==> src/rtl/dice_race_pkg.sv <==
// Shared types for the dice event qualifier: die color code and FSM state.
package dice_race_pkg;

  typedef logic [1:0] color_t;

  typedef enum logic [1:0] {
    WAIT_CLEAR = 2'd0,
    ARMED      = 2'd1,
    CONFIRM    = 2'd2,
    HOLD       = 2'd3
  } state_t;

  // Saturating 4-bit increment for the match counter.
  function automatic logic [3:0] sat_inc4(input logic [3:0] v);
    return (v == 4'hF) ? v : v + 4'd1;
  endfunction

endpackage

==> src/rtl/dice_event_qualifier.sv <==
// Dice event qualifier: accepts a die color once it has been classified the
// same way on CONFIRM_FRAMES consecutive samples after an empty white tray,
// then holds it until the consumer takes it.
// Optional macro DICE_TIMEOUT_EN: abandon CONFIRM after TIMEOUT_FRAMES frame
// ticks. Without it frame_tick is unused and CONFIRM waits indefinitely.
//
// state      | meaning
// WAIT_CLEAR | waiting for an empty white tray before a new roll
// ARMED      | tray seen empty, waiting for the first classification
// CONFIRM    | counting consecutive identical classifications
// HOLD       | qualified roll presented, waiting for dice_ready
module dice_event_qualifier
  import dice_race_pkg::*;
#(
  parameter int CONFIRM_FRAMES = 3,
  parameter int TIMEOUT_FRAMES = 60
) (
  input  logic       clk,
  input  logic       reset,
  input  logic       frame_tick,
  input  logic       result_ready,
  input  logic [1:0] stable_color,
  input  logic       white_stable,
  input  logic       dice_ready,
  output logic       dice_valid,
  output logic [1:0] dice_value,
  output logic       busy
);

  localparam logic [3:0] CONFIRM_CNT = 4'(CONFIRM_FRAMES);

  state_t     state;
  color_t     cand;
  logic [3:0] match_cnt;
  logic [3:0] match_next;
  logic       qualify;
  logic       tmo_hit;

  // Match count that the current sample would produce; ARMED always starts at 1.
  always_comb begin
    match_next = 4'd1;
    if (state == CONFIRM && stable_color == cand) match_next = sat_inc4(match_cnt);
    qualify = result_ready && (match_next >= CONFIRM_CNT);
  end

`ifdef DICE_TIMEOUT_EN
  localparam logic [7:0] TIMEOUT_CNT = 8'(TIMEOUT_FRAMES);
  logic [7:0] tmo_cnt;

  assign tmo_hit = frame_tick && (tmo_cnt == TIMEOUT_CNT - 8'd1);

  // Frame counter lives only while in CONFIRM, so it is zero on every entry.
  always_ff @(posedge clk or negedge reset) begin
    if (!reset)                 tmo_cnt <= 8'd0;
    else if (state != CONFIRM)  tmo_cnt <= 8'd0;
    else if (frame_tick)        tmo_cnt <= tmo_cnt + 8'd1;
  end
`else
  logic unused_timeout;
  assign tmo_hit        = 1'b0;
  assign unused_timeout = frame_tick ^ (TIMEOUT_FRAMES == 0);
`endif

  // Main sequencing FSM with registered roll outputs.
  always_ff @(posedge clk or negedge reset) begin
    if (!reset) begin
      state      <= WAIT_CLEAR;
      cand       <= 2'd0;
      match_cnt  <= 4'd0;
      dice_valid <= 1'b0;
      dice_value <= 2'd0;
    end else begin
      case (state)
        WAIT_CLEAR: begin
          if (white_stable) state <= ARMED;
        end
        ARMED: begin
          if (result_ready && !white_stable) begin
            cand <= stable_color;
            if (qualify) begin
              state      <= HOLD;
              match_cnt  <= 4'd0;
              dice_valid <= 1'b1;
              dice_value <= stable_color;
            end else begin
              state     <= CONFIRM;
              match_cnt <= 4'd1;
            end
          end
        end
        CONFIRM: begin
          if (white_stable) begin
            state     <= ARMED;
            match_cnt <= 4'd0;
          end else if (qualify) begin
            // A qualifying sample wins over a coincident timeout.
            state      <= HOLD;
            cand       <= stable_color;
            match_cnt  <= 4'd0;
            dice_valid <= 1'b1;
            dice_value <= stable_color;
          end else if (tmo_hit) begin
            state     <= WAIT_CLEAR;
            match_cnt <= 4'd0;
          end else if (result_ready) begin
            cand      <= stable_color;
            match_cnt <= match_next;
          end
        end
        HOLD: begin
          if (dice_ready) begin
            state      <= WAIT_CLEAR;
            dice_valid <= 1'b0;
          end
        end
        default: state <= WAIT_CLEAR;
      endcase
    end
  end

  assign busy = (state == CONFIRM) || (state == HOLD);

endmodule

==> config.mk <==
export PLATFORM = sky130hd
export DESIGN_NAME = dice_event_qualifier
export DESIGN_NICKNAME = d
export VERILOG_FILES = /design/src/rtl/dice_race_pkg.sv /design/src/rtl/dice_event_qualifier.sv
export SDC_FILE = /design/constraint.sdc
export NUM_CORES = 1
export LEC_CHECK = 0
export BUFFER_PORTS_ARGS = -buffer_cell sky130_fd_sc_hd__buf_2
export CAP_MARGIN = 20
export CELL_PAD_IN_SITES_DETAIL_PLACEMENT = 1
export CELL_PAD_IN_SITES_GLOBAL_PLACEMENT = 2
export CORE_UTILIZATION = 30
export DETAILED_ROUTE_END_ITERATION = 12
export GPL_TIMING_DRIVEN = 0
export PLACE_DENSITY_LB_ADDON = 0.1
export SLEW_MARGIN = 5
export SYNTH_ARGS = -nofsm -noshare
export SYNTH_HDL_FRONTEND = slang
export SYNTH_SLANG_ARGS = --single-unit
export TNS_END_PERCENT = 20
==> constraint.sdc <==
create_clock -name clk -period 2 [get_ports clk]
set_input_delay 0.4 -clock clk [delete_from_list [all_inputs] [get_ports clk]]
set_output_delay 0.4 -clock clk [all_outputs]
set_load 0.05 [all_outputs]
==> key figures, run 1 <==
Status
  – Status: complete, no violations

Timing
  – Worst-margin pin slew: ~0.38 ns
  – Fmax achieved: a little over 500 MHz
  – Tmin final: roughly 2 ns
  – Period utilization: 0.987
  – Final setup violation count: 0
  – RSZ-0062 raised after global routing: true
  – WHS: approximately 0.4 ns
  – Final Max Tran Viols: 0
  – Slew HR: 0.750
  – Final hold violations: 0
  – Skew final: about 0.0023 ns
  – Final setup margin: 0.0253 ns

Floorplanning
  – Die Y: 51.1 um
  – Initial core utilization: 0.323
  – Top Ports: 12
  – Die footprint: approximately 0.0026 mm^2
  – Placement row count: 17
  – Core area: between 0.002 and 0.0025 mm^2
  – Die extent in x: about 51 um

Drt
  – DRT iter0 DRCs: 10
  – Routed wire per std cell: between 10 and 15 um
  – Routed WL: roughly 1600 um
  – Number of remaining DRC errors: 0
  – Detailed Routing Iterations Pass 1: 4
  – Post-DR vias/cell: ~5
  – Final ANT Viol Nets: 0
  – DR vias: between 500 and 600

Setup path
  – Worst r2r src: match_cnt[1]$_DFFE_PN0P_
  – Worst Path Arrival: about 2.2 ns
  – Crit start category: register
  – Worst setup EP type: register
  – Kind of critical path: reg2reg
  – WP data required: between 2 and 2.5 ns
  – CP startpoint: match_cnt[1]$_DFFE_PN0P_
  – CP Max Fanout: 4

CTS
  – TritonCTS Sinks: 11
  – CTS root buffer: clkbuf_4
  – Htree depth: 1
  – Num CTS Buffers: 3
  – Clk_lat worst skew: 0.27 ns
  – CTS max path bufs: 2
  – CTS tree: yes
  – CTS clk-pin slew, worst paths: 0.07 ns

Placed design
  – Cells after DPL: between 100 and 150
  – DP Wirelength: about 1200 um
  – Post-place setup slack: -0.157 ns
  – Port Buffers: 10
  – Gp weighted congestion: around 0.73

Finish
  – Final Core Density: 0.408
  – Ant diodes: 0
  – Layout cell share with drive strength beyond 1: 0.371
  – Final Non-Filler Cells: 117
  – Nets: about 100
  – Synthesis-to-layout area growth: 26.3%

Global route
  – GR Util All Layers: 0.145
  – Pin count of the biggest net entering global routing: 12
  – First-pass GRT wire length: approximately 2800 um
  – Vias in the first global route: between 600 and 700
  – Antenna violations before repair: 0
  – Global route overflow: 0

Yosys
  – Avg Inst Size Synth: roughly 10 um^2
  – Synth area leaders: dfrtp_1 (38%), ha_1 (10%), mux2_2 (6.2%)
  – Yosys reg bits: 11
  – Synth warn: 0
  – Sequential area share after synthesis: 0.381
  – Mapped Cells: 70
  – Post-synth top area cell: dfrtp_1
  – Post-Syn Area: 722 um^2
  – Yosys top cell area share: 0.381
  – Unique masters post-synth: 31
  – Syn nets: between 80 and 90

Power
  – Internal power: between 600 and 700 uW
  – Switching Power: between 500 and 600 uW
  – Combinational share of power: 0.600
  – Sw Ratio: 0.441
  – Max IR drop VDD: about 670 uV
  – PD cells: roughly 1400 mW/mm^2
  – Pleak: 0.430 nW
  – Clk pwr share: 0.122
  – Seq pwr share: 0.278

Worst hold path
  – Hold crit path type: in2reg
  – Hold path start: stable_color[0]

Job
  – Max_cap viols: 0
## cell type report
| type | instances | area [um^2] |
|---|---|---|
| Timing Repair Buffer | 15 | 90.1 |
| Tap cell | 28 | 35.0 |
| Fill cell | 261 | 1320 |
| Clock buffer | 4 | 26.3 |
| Inverter | 4 | 15.0 |
| Multi-Input combinational cell | 55 | 469 |
| Sequential cell | 11 | 277 |
## cell usage after synthesis
master	n
dfrtp_1	11
ha_1	6
nor2_1	6
nand2_1	5
a21oi_1	4
inv_1	4
mux2_2	4
and2_1	2
and3_1	2
nand2b_1	2
nand3_1	2
o21ai_0	2
xnor2_1	2
a2111oi_4	1
a211oi_1	1
a21bo_1	1
a222oi_1	1
and2b_4	1
mux2i_1	1
nor2b_1	1
nor2b_2	1
nor3b_2	1
o2111ai_1	1
o211ai_1	1
o21ai_1	1
o221a_2	1
o22a_1	1
o31ai_1	1
o32a_1	1
or2_2	1
or4_1	1
## per-layer routing
layer | up-vias | wire length (um) | track usage
met5 | - | 0 | 0
met3 | 2 | 53 | 0.0298
met4 | 0 | 16 | 0.0556
met1 | 294 | 801 | 0.204
met2 | 11 | 697 | 0.215
li1 | 292 | - | -
## kinds of logic after synthesis
| family | after synthesis | synth area share |
|---|---|---|
| AOI/OAI and AO/OA | 17 | 0.199 |
| xor gates and xnor gates | 2 | 0.0243 |
| adders and majority gates | 6 | 0.104 |
| buffers and inverters | 4 | 0.0208 |
| DFF | 11 | 0.381 |
| muxes | 5 | 0.0763 |
| and+or+nand+nor | 25 | 0.194 |
## power by group through the flow
stage / combinational [mW] / clock (mW) / sequential [mW]
after detailed placement: 0.669 / 0 / 0.346
after global placement: 0.666 / 0 / 0.345
after floorplan: 0.503 / 0 / 0.366
final: 0.744 / 0.151 / 0.345
after global routing: 0.825 / 0.168 / 0.360
after CTS: 0.704 / 0.160 / 0.339
## worst max-delay path, stage by stage, from the launching register on
cell       delay (ns)
dfrtp_1          0.40
ha_2             0.21
a21bo_1          0.23
a2111oi_4        0.39
nor3b_4          0.11
or4_1            0.42
o21ai_1          0.14
## metrics by stage
| stage | TNS, ns | power, mW | area (um^2) |
|---|---|---|---|
| 3_3_place_gp | -0.348 | 1.01 | 807 |
| 4_1_cts | -0.0695 | 1.20 | 871 |
| 5_1_grt | -0.265 | 1.35 | 912 |
| 6_report | 0 | 1.24 | 912 |
| 3_5_place_dp | -0.282 | 1.01 | 807 |
| 2_1_floorplan | 0 | 0.868 | 722 |
## state kept, by name, indices dropped and copies added (netlist names)
signal	flops
match_cnt	4
state	2
cand	2
dice_value	2
dice_valid	1
## cells in the final DEF, fill, tap and decap left out, types with 2 or more instances in the layout
master    synthesis  routed
dfrtp_1          11      10
buf_2             0      10
nor2_1            6       6
nand2_1           5       5
inv_1             4       4
mux2_2            4       4
a21oi_1           4       4
ha_1              6       4
buf_4             0       4
clkbuf_4          0       3
nand2b_1          2       2
o21ai_0           2       2
xnor2_1           2       2
and3_1            2       2
and2_1            2       2
## timing repair
| item | CTS | global route |
|---|---|---|
| pin swaps | 2 | 6 |
| resized for setup | 4 | 4 |
| buffers inserted | 1 | 3 |
| hold endpoints to repair | 11 | 0 |
| hold buffers | 1 | 0 |
| setup endpoints to repair | 5 | 5 |
## final timing paths
| kind | endpoint | slack (ns) | cells past startpoint |
|---|---|---|---|
| max reg2reg | match_cnt[1]$_DFFE_PN0P_ | 0.03 | 6 |
| min | dice_value[0]$_DFFE_PN0P_ | 0.41 | 2 |
| max in group asynchronous | state[0]$_DFFE_PN0P_ | 1.24 | 2 |
| max | match_cnt[1]$_DFFE_PN0P_ | 0.03 | 6 |
| min reg2reg | dice_value[1]$_DFFE_PN0P_ | 0.50 | 1 |
| min in group asynchronous | match_cnt[0]$_DFFE_PN0P_ | 0.53 | 2 |
Note: power is estimated with default switching activity, not from simulation.
==> run 2: changes to the inputs <==
==> constraint.sdc (replaced) <==
create_clock -name clk -period 1.7 [get_ports clk]
set_input_delay 0.34 -clock clk [delete_from_list [all_inputs] [get_ports clk]]
set_output_delay 0.34 -clock clk [all_outputs]
set_load 0.05 [all_outputs]
==> run 2 against run 1 <==
  * Cell count down 0.85%
  * The run now ends with negative setup slack left
  * Critical path depth unchanged
  * Sequential share of layout area up 0.29 points
  * Flip-flop and latch count unchanged
  * Combinational power up 16%
  * Maximum frequency down 2.8%
  * Largest power group unchanged
  * First-iteration DRC count down 50%
  * Die area unchanged
  * Sequential power up 16%
  * Core utilization down 0.39 points
  * Clock-buffer cell count unchanged
  * Clock power up 21%
==> key figures, run 2 (synthesized netlist as in run 1, its figures left out) <==
Status
  – Status: finished with violations
  – Violated checks: negative setup slack

Floorplanning
  – Core area: 0.00223 mm^2 (unchanged)
  – Die footprint: 0.00261 mm^2 (unchanged)
  – Top Ports: 12 (unchanged)
  – Initial core utilization: 0.323 (unchanged)
  – Placement row count: 17 (unchanged)
  – Die extent in x: 51.1 um (unchanged)
  – Die Y: 51.1 um (unchanged)

Drt
  – Detailed Routing Iterations Pass 1: 4 (unchanged)
  – DR vias: 579 (-3.3%)
  – Post-DR vias/cell: 4.99 (-2.5%)
  – Routed wire per std cell: 14.2 um (+6.0%)
  – Routed WL: 1650 um (+5.1%)
  – Number of remaining DRC errors: 0 (unchanged)
  – DRT iter0 DRCs: 5 (-5)
  – Final ANT Viol Nets: 0 (unchanged)

Power
  – Total power: 1.45 mW (+17%)
  – Pleak: 0.429 nW (-0.39%)
  – Seq pwr share: 0.277 (about the same)
  – Combinational share of power: 0.596 (-0.004)
  – PD cells: 1600 mW/mm^2 (+18%)
  – Sw Ratio: 0.447 (+0.00612)
  – Switching Power: 646 uW (+18%)
  – Internal power: 800 uW (+15%)
  – Clk pwr share: 0.126 (+0.004)
  – Max IR drop VDD: 793 uV (+19%)

Global route
  – Vias in the first global route: 615 (+2.2%)
  – Antenna violations before repair: 0 (unchanged)
  – Pin count of the biggest net entering global routing: 12 (unchanged)
  – First-pass GRT wire length: 2790 um (+1.0%)
  – GR Util All Layers: 0.148 (+0.00384)
  – Global route overflow: 0 (unchanged)

Finish
  – Most common cell after layout, fill and taps aside: dfrtp_1
  – Multi-input logic area: 465 um^2 (-0.80%)
  – Synthesis-to-layout area growth: 25.1%
  – Layout cell share with drive strength beyond 1: 0.386 (+0.0156)
  – Nets: 103 (-0.96%)
  – Final Core Density: 0.404 (-0.00392)
  – Most frequent cells in the layout: dfrtp_1 (10), buf_2 (9), nor2_1 (6), nand2_1 (5)
  – Biggest register: match_cnt
  – Final Non-Filler Cells: 116 (-0.85%)
  – Filler cell count: 270 (+3.4%)
  – Ant diodes: 0 (unchanged)
  – FF+latch area: 277 um^2 (unchanged)
  – Largest register FFs: 4 (unchanged)

Placed design
  – Cells after DPL: 108 (unchanged)
  – DP Wirelength: 1270 um (+8.1%)
  – Post-place setup slack: -0.517 ns (-0.360 ns)
  – Gp weighted congestion: 0.755 (+3.1%)
  – Port Buffers: 10 (unchanged)

Setup path
  – Worst setup EP type: register
  – CP Max Fanout: 4 (unchanged)
  – Worst path slowest cell: or4_4
  – Crit start category: register
  – Cell Chain, Critical Path: ha_2, a21bo_1, a2111oi_4, nor3b_4, or4_4, o21ai_2
  – CP peak stage delay: 0.49 ns (+0.07 ns)
  – Worst Path Arrival: 2.23 ns (+0.06 ns)
  – WP data required: 1.90 ns (-0.29 ns)
  – Kind of critical path: reg2reg

Timing
  – Final setup margin: -0.332 ns (-0.358 ns)
  – Final hold violations: 0 (unchanged)
  – Final setup violation count: 8 (+8)
  – Skew final: 0.00355 ns (+0.00126 ns)
  – Slew HR: 0.710 (-0.0396)
  – Tmin final: 2.03 ns (+0.0576 ns)
  – Final Max Tran Viols: 0 (unchanged)
  – Worst-margin pin slew: 0.435 ns (+0.0594 ns)
  – Period utilization: 1.20 (+0.208)
  – RSZ-0062 raised after global routing: true
  – Fmax achieved: 492 MHz (-2.8%)

CTS
  – Htree depth: 1 (unchanged)
  – CTS max path bufs: 2 (unchanged)
  – Num CTS Buffers: 3 (unchanged)
  – CTS clk-pin slew, worst paths: 0.08 ns (about the same)
  – TritonCTS Sinks: 11 (unchanged)
  – CTS tree: yes
  – CTS root buffer: clkbuf_4
  – Clk_lat worst skew: 0.27 ns (about the same)

Worst hold path
  – Hold crit path type: in2reg

Job
  – Max_cap viols: 0 (unchanged)
## run 2: cell types whose count changed in the layout (fill, tap and decap cells not counted), sizes merged
cell,before,now
buf,14,13
## run 2: final cells by class
| cell class | count | share of cell area |
|---|---|---|
| Tap cell | 28 | 0.0388 |
| Multi-Input combinational cell | 55 | 0.515 |
| Sequential cell | 11 | 0.306 |
| Timing Repair Buffer | 14 | 0.0942 |
| Clock buffer | 4 | 0.0291 |
| Inverter | 4 | 0.0166 |
## run 2: power groups by stage
stage	Combinational, mW	Sequential [mW]	Clock [mW]
after floorplan	0.589	0.430	0
after global placement	0.777	0.407	0
after detailed placement	0.790	0.410	0
after CTS	0.864	0.400	0.191
after global routing	0.962	0.414	0.208
final	0.862	0.401	0.183
## run 2: final timing paths
check / cells after the start / from / to / slack, ns
worst max-delay path: 6 / match_cnt[0]$_DFFE_PN0P_ / match_cnt[1]$_DFFE_PN0P_ / -0.33
worst min-delay path: 2 / stable_color[0] / dice_value[0]$_DFFE_PN0P_ / 0.35
worst max register to register: 6 / match_cnt[0]$_DFFE_PN0P_ / match_cnt[1]$_DFFE_PN0P_ / -0.33
worst min register to register: 1 / dice_value[1]$_DFFE_PN0P_ / dice_value[1]$_DFFE_PN0P_ / 0.51
max in group asynchronous: 2 / reset / state[1]$_DFFE_PN0P_ / 1.01
min in group asynchronous: 2 / reset / match_cnt[0]$_DFFE_PN0P_ / 0.46
## run 2: what timing repair did
action                                  in CTS  in global routing
endpoints found under the setup margin       8                  8
hold buffers                                 1                  0
pin swaps                                    4                  3
gates cloned                                 0                  0
gates resized for setup                      6                  4
endpoints found under the hold margin       11                  0
setup buffers                                3                  0
## run 2: stage by stage
step / TNS, ns / hold WS, ns / area, um^2
finish: -1.72 / 0.348 / 903
global route: -2.56 / 0.345 / 903
CTS: -1.65 / 0.342 / 888
detailed placement: -2.40 / 0.230 / 807
global placement: -2.06 / 0.228 / 807
floorplan: -0.594 / 0.0444 / 722
## run 2: worst max-delay path: cells and delay by family, from the launching register on
| family | cells | cell delay [ns] |
|---|---|---|
| AOI/OAI and AO/OA | 3 | 0.79 |
| and+or+nand+nor | 2 | 0.59 |
| DFF | 1 | 0.38 |
| adders and majority gates | 1 | 0.20 |
## run 2: routing by layer
layer | global-route usage | part of all wire | vias to the layer above
met2 | 0.263 | 0.49 | 8
met3 | 0.0357 | 0.028 | 2
met4 | 0.0417 | 0.0061 | 0
met5 | 0 | 0 | -
li1 | - | - | 288
met1 | 0.176 | 0.47 | 281
==> run 3: changes to the inputs <==
--- a/config.mk
+++ b/config.mk
@@ -9,6 +9,7 @@
 export CAP_MARGIN = 20
 export CELL_PAD_IN_SITES_DETAIL_PLACEMENT = 1
 export CELL_PAD_IN_SITES_GLOBAL_PLACEMENT = 2
+export CORE_MARGIN = 2
 export CORE_UTILIZATION = 30
 export DETAILED_ROUTE_END_ITERATION = 12
 export GPL_TIMING_DRIVEN = 0
==> run 3 against run 2 <==
  * The run still ends with negative setup slack left
  * Hold slack worse by 0.012 ns
  * Critical path depth did not move
  * First-iteration DRC count unchanged
  * Non-clock buffer count increased by 1
  * Setup slack better by 0.083 ns
  * Total power grew 6.7%
  * Combinational power rose by 9.2%
  * Core utilization up 1.7 points
  * Sequential share of layout area decreased by 1.1 points
  * Cell count rose by 0.86%
  * Wire length up 2.7%
  * Largest cell class unchanged
  * Largest power group unchanged
  * Highest routed layer unchanged
==> key figures, run 3 (synthesized netlist as in run 1, its figures left out) <==
Floorplanning
  – Die footprint: 0.00281 mm^2 (+8.0%)
  – Core area: 0.00223 mm^2 (unchanged)
  – Top Ports: 12 (unchanged)
  – Die Y: 53.1 um (+3.9%)
  – Initial core utilization: 0.323 (unchanged)
  – Placement row count: 17 (unchanged)
  – Die extent in x: 53.1 um (+3.9%)

Setup path
  – Worst Path Arrival: 2.16 ns (-0.07 ns)
  – CP Max Fanout: 4 (unchanged)
  – WP data required: 1.91 ns (about the same)
  – Reg2reg path depth: 6 (unchanged)
  – Kind of critical path: reg2reg
  – Crit start category: register
  – R2R setup slack: -0.25 ns (+0.08 ns)
  – Worst r2r src: match_cnt[1]$_DFFE_PN0P_
  – R2r endpoint: match_cnt[1]$_DFFE_PN0P_
  – Worst setup EP type: register

Drt
  – Routed wire per std cell: 14.5 um (+1.9%)
  – Detailed Routing Iterations Pass 1: 4 (unchanged)
  – DRT iter0 DRCs: 5 (unchanged)
  – DR vias: 593 (+2.4%)
  – Number of remaining DRC errors: 0 (unchanged)
  – Final ANT Viol Nets: 0 (unchanged)
  – Routed WL: 1690 um (+2.7%)
  – Post-DR vias/cell: 5.07 (+1.5%)

Job
  – Max_cap viols: 0 (unchanged)

Finish
  – Largest register FFs: 4 (unchanged)
  – Synthesis-to-layout area growth: 30.3%
  – Design Area, Final: 941 um^2 (+4.2%)
  – Final Core Density: 0.421 (+0.0168)
  – Ant diodes: 0 (unchanged)
  – Most frequent cells in the layout: dfrtp_1 (9), buf_2 (9), nor2_1 (6), nand2_1 (5), buf_4 (4)
  – Final Non-Filler Cells: 117 (+0.86%)
  – Filler cell count: 260 (-3.7%)
  – Biggest register: match_cnt
  – Nets: 104 (+0.97%)
  – Layout cell share with drive strength beyond 1: 0.461 (+0.0743)

CTS
  – Num CTS Buffers: 3 (unchanged)
  – CTS tree: yes
  – Htree depth: 1 (unchanged)
  – CTS root buffer: clkbuf_4
  – Clk_lat worst skew: 0.28 ns (about the same)
  – TritonCTS Sinks: 11 (unchanged)
  – CTS max path bufs: 2 (unchanged)
  – CTS clk-pin slew, worst paths: 0.08 ns (about the same)

Power
  – Seq pwr share: 0.268 (-0.009)
  – Sw Ratio: 0.447 (about the same)
  – Switching Power: 689 uW (+6.7%)
  – Clk pwr share: 0.122 (-0.004)
  – Max IR drop VDD: 845 uV (+6.6%)
  – Internal power: 853 uW (+6.7%)
  – PD cells: 1640 mW/mm^2 (+2.4%)
  – Combinational share of power: 0.610 (+0.014)
  – Pleak: 0.438 nW (+2.1%)

Global route
  – Pin count of the biggest net entering global routing: 12 (unchanged)
  – Vias in the first global route: 584 (-5.0%)
  – GR Util All Layers: 0.144 (-0.00437)
  – Antenna violations before repair: 0 (unchanged)
  – First-pass GRT wire length: 2840 um (+1.7%)
  – Global route overflow: 0 (unchanged)

Placed design
  – DP Area: 807 um^2 (unchanged)
  – DP Wirelength: 1280 um (+1.5%)
  – Post-place setup slack: -0.478 ns (+0.0388 ns)
  – Cells after DPL: 108 (unchanged)
  – Port Buffers: 10 (unchanged)
  – Gp weighted congestion: 0.747 (-0.98%)

Status
  – Status: finished with violations
  – Violated checks: negative setup slack

Timing
  – Period utilization: 1.15 (-0.0488)
  – Final hold violations: 0 (unchanged)
  – Final Max Tran Viols: 0 (unchanged)
  – Tmin final: 1.95 ns (-0.0830 ns)
  – Final setup margin: -0.249 ns (+0.0830 ns)
  – Setup TNS: -1.00 ns (+0.722 ns)
  – RSZ-0062 raised after global routing: true
  – Fmax achieved: 513 MHz (+4.3%)
  – Final setup violation count: 7 (-1)
  – Worst-margin pin slew: 0.359 ns (-0.0758 ns)
  – Skew final: 0.00187 ns (-0.00168 ns)
  – Slew HR: 0.761 (+0.0505)

Worst hold path
  – Endpoint of the worst hold path: dice_value[0]$_DFFE_PN0P_
  – Hold path depth: 2 (unchanged)
  – Hold crit path type: in2reg
  – Hold path start: stable_color[0]
[run 3: power by group through the flow]
stage | Combinational, mW | Clock [mW] | Sequential, mW
after floorplan | 0.589 | 0 | 0.430
after global placement | 0.777 | 0 | 0.407
after detailed placement | 0.794 | 0 | 0.412
after CTS | 0.870 | 0.204 | 0.401
after global routing | 1.04 | 0.211 | 0.426
final | 0.941 | 0.188 | 0.413
[run 3: cell type report]
cell class	instances	area (um^2)	share of cell area
clock buffer	3	22.5	0.0239
clock inverter	1	5.00	0.00532
inverter	4	15.0	0.0160
multi-input combinational	55	489	0.520
sequential	11	278	0.295
tap	28	35.0	0.0372
timing repair buffer	15	96.3	0.102
[run 3: worst max-delay path by stage]
stage                                   from                  endpoint  slack, ns  depth (start not counted)
floorplan           match_cnt[0]$_DFFE_PN0P_  match_cnt[1]$_DFFE_PN0P_      -0.19                          6
finish              match_cnt[1]$_DFFE_PN0P_  match_cnt[1]$_DFFE_PN0P_      -0.25                          6
global route        match_cnt[0]$_DFFE_PN0P_  match_cnt[1]$_DFFE_PN0P_      -0.34                          6
detailed placement      state[0]$_DFFE_PN0P_      state[0]$_DFFE_PN0P_      -0.48                          6
CTS                 match_cnt[0]$_DFFE_PN0P_  match_cnt[1]$_DFFE_PN0P_      -0.29                          6
global placement        state[0]$_DFFE_PN0P_      state[0]$_DFFE_PN0P_      -0.48                          6
[run 3: metal layers]
metal  part of all wire  track usage
met4              0.012       0.0641
met2               0.49        0.238
met3              0.024       0.0339
met1               0.48        0.177
met5                  0            0
[run 3: repair_timing]
| item | CTS | global route |
|---|---|---|
| gates resized for setup | 8 | 10 |
| buffers inserted | 3 | 1 |
| pin swaps | 6 | 1 |
| hold endpoints to repair | 11 | 0 |
| gates cloned | 0 | 0 |
| hold buffers | 1 | 0 |
| endpoints found under the setup margin | 8 | 10 |
[run 3: critical path, stage by stage, from the launching register on]
cell and delay [ns]:
dfrtp_1 0.37, ha_2 0.20, a21bo_1 0.23, a2111oi_4 0.38
nor3b_4 0.10, or4_4 0.49, o21ai_2 0.12
[run 3: metrics by stage]
step                hold WS, ns  power, mW
detailed placement        0.231       1.21
global placement          0.228       1.18
CTS                       0.324       1.47
finish                    0.336       1.54
floorplan                0.0444       1.02
global route              0.333       1.68
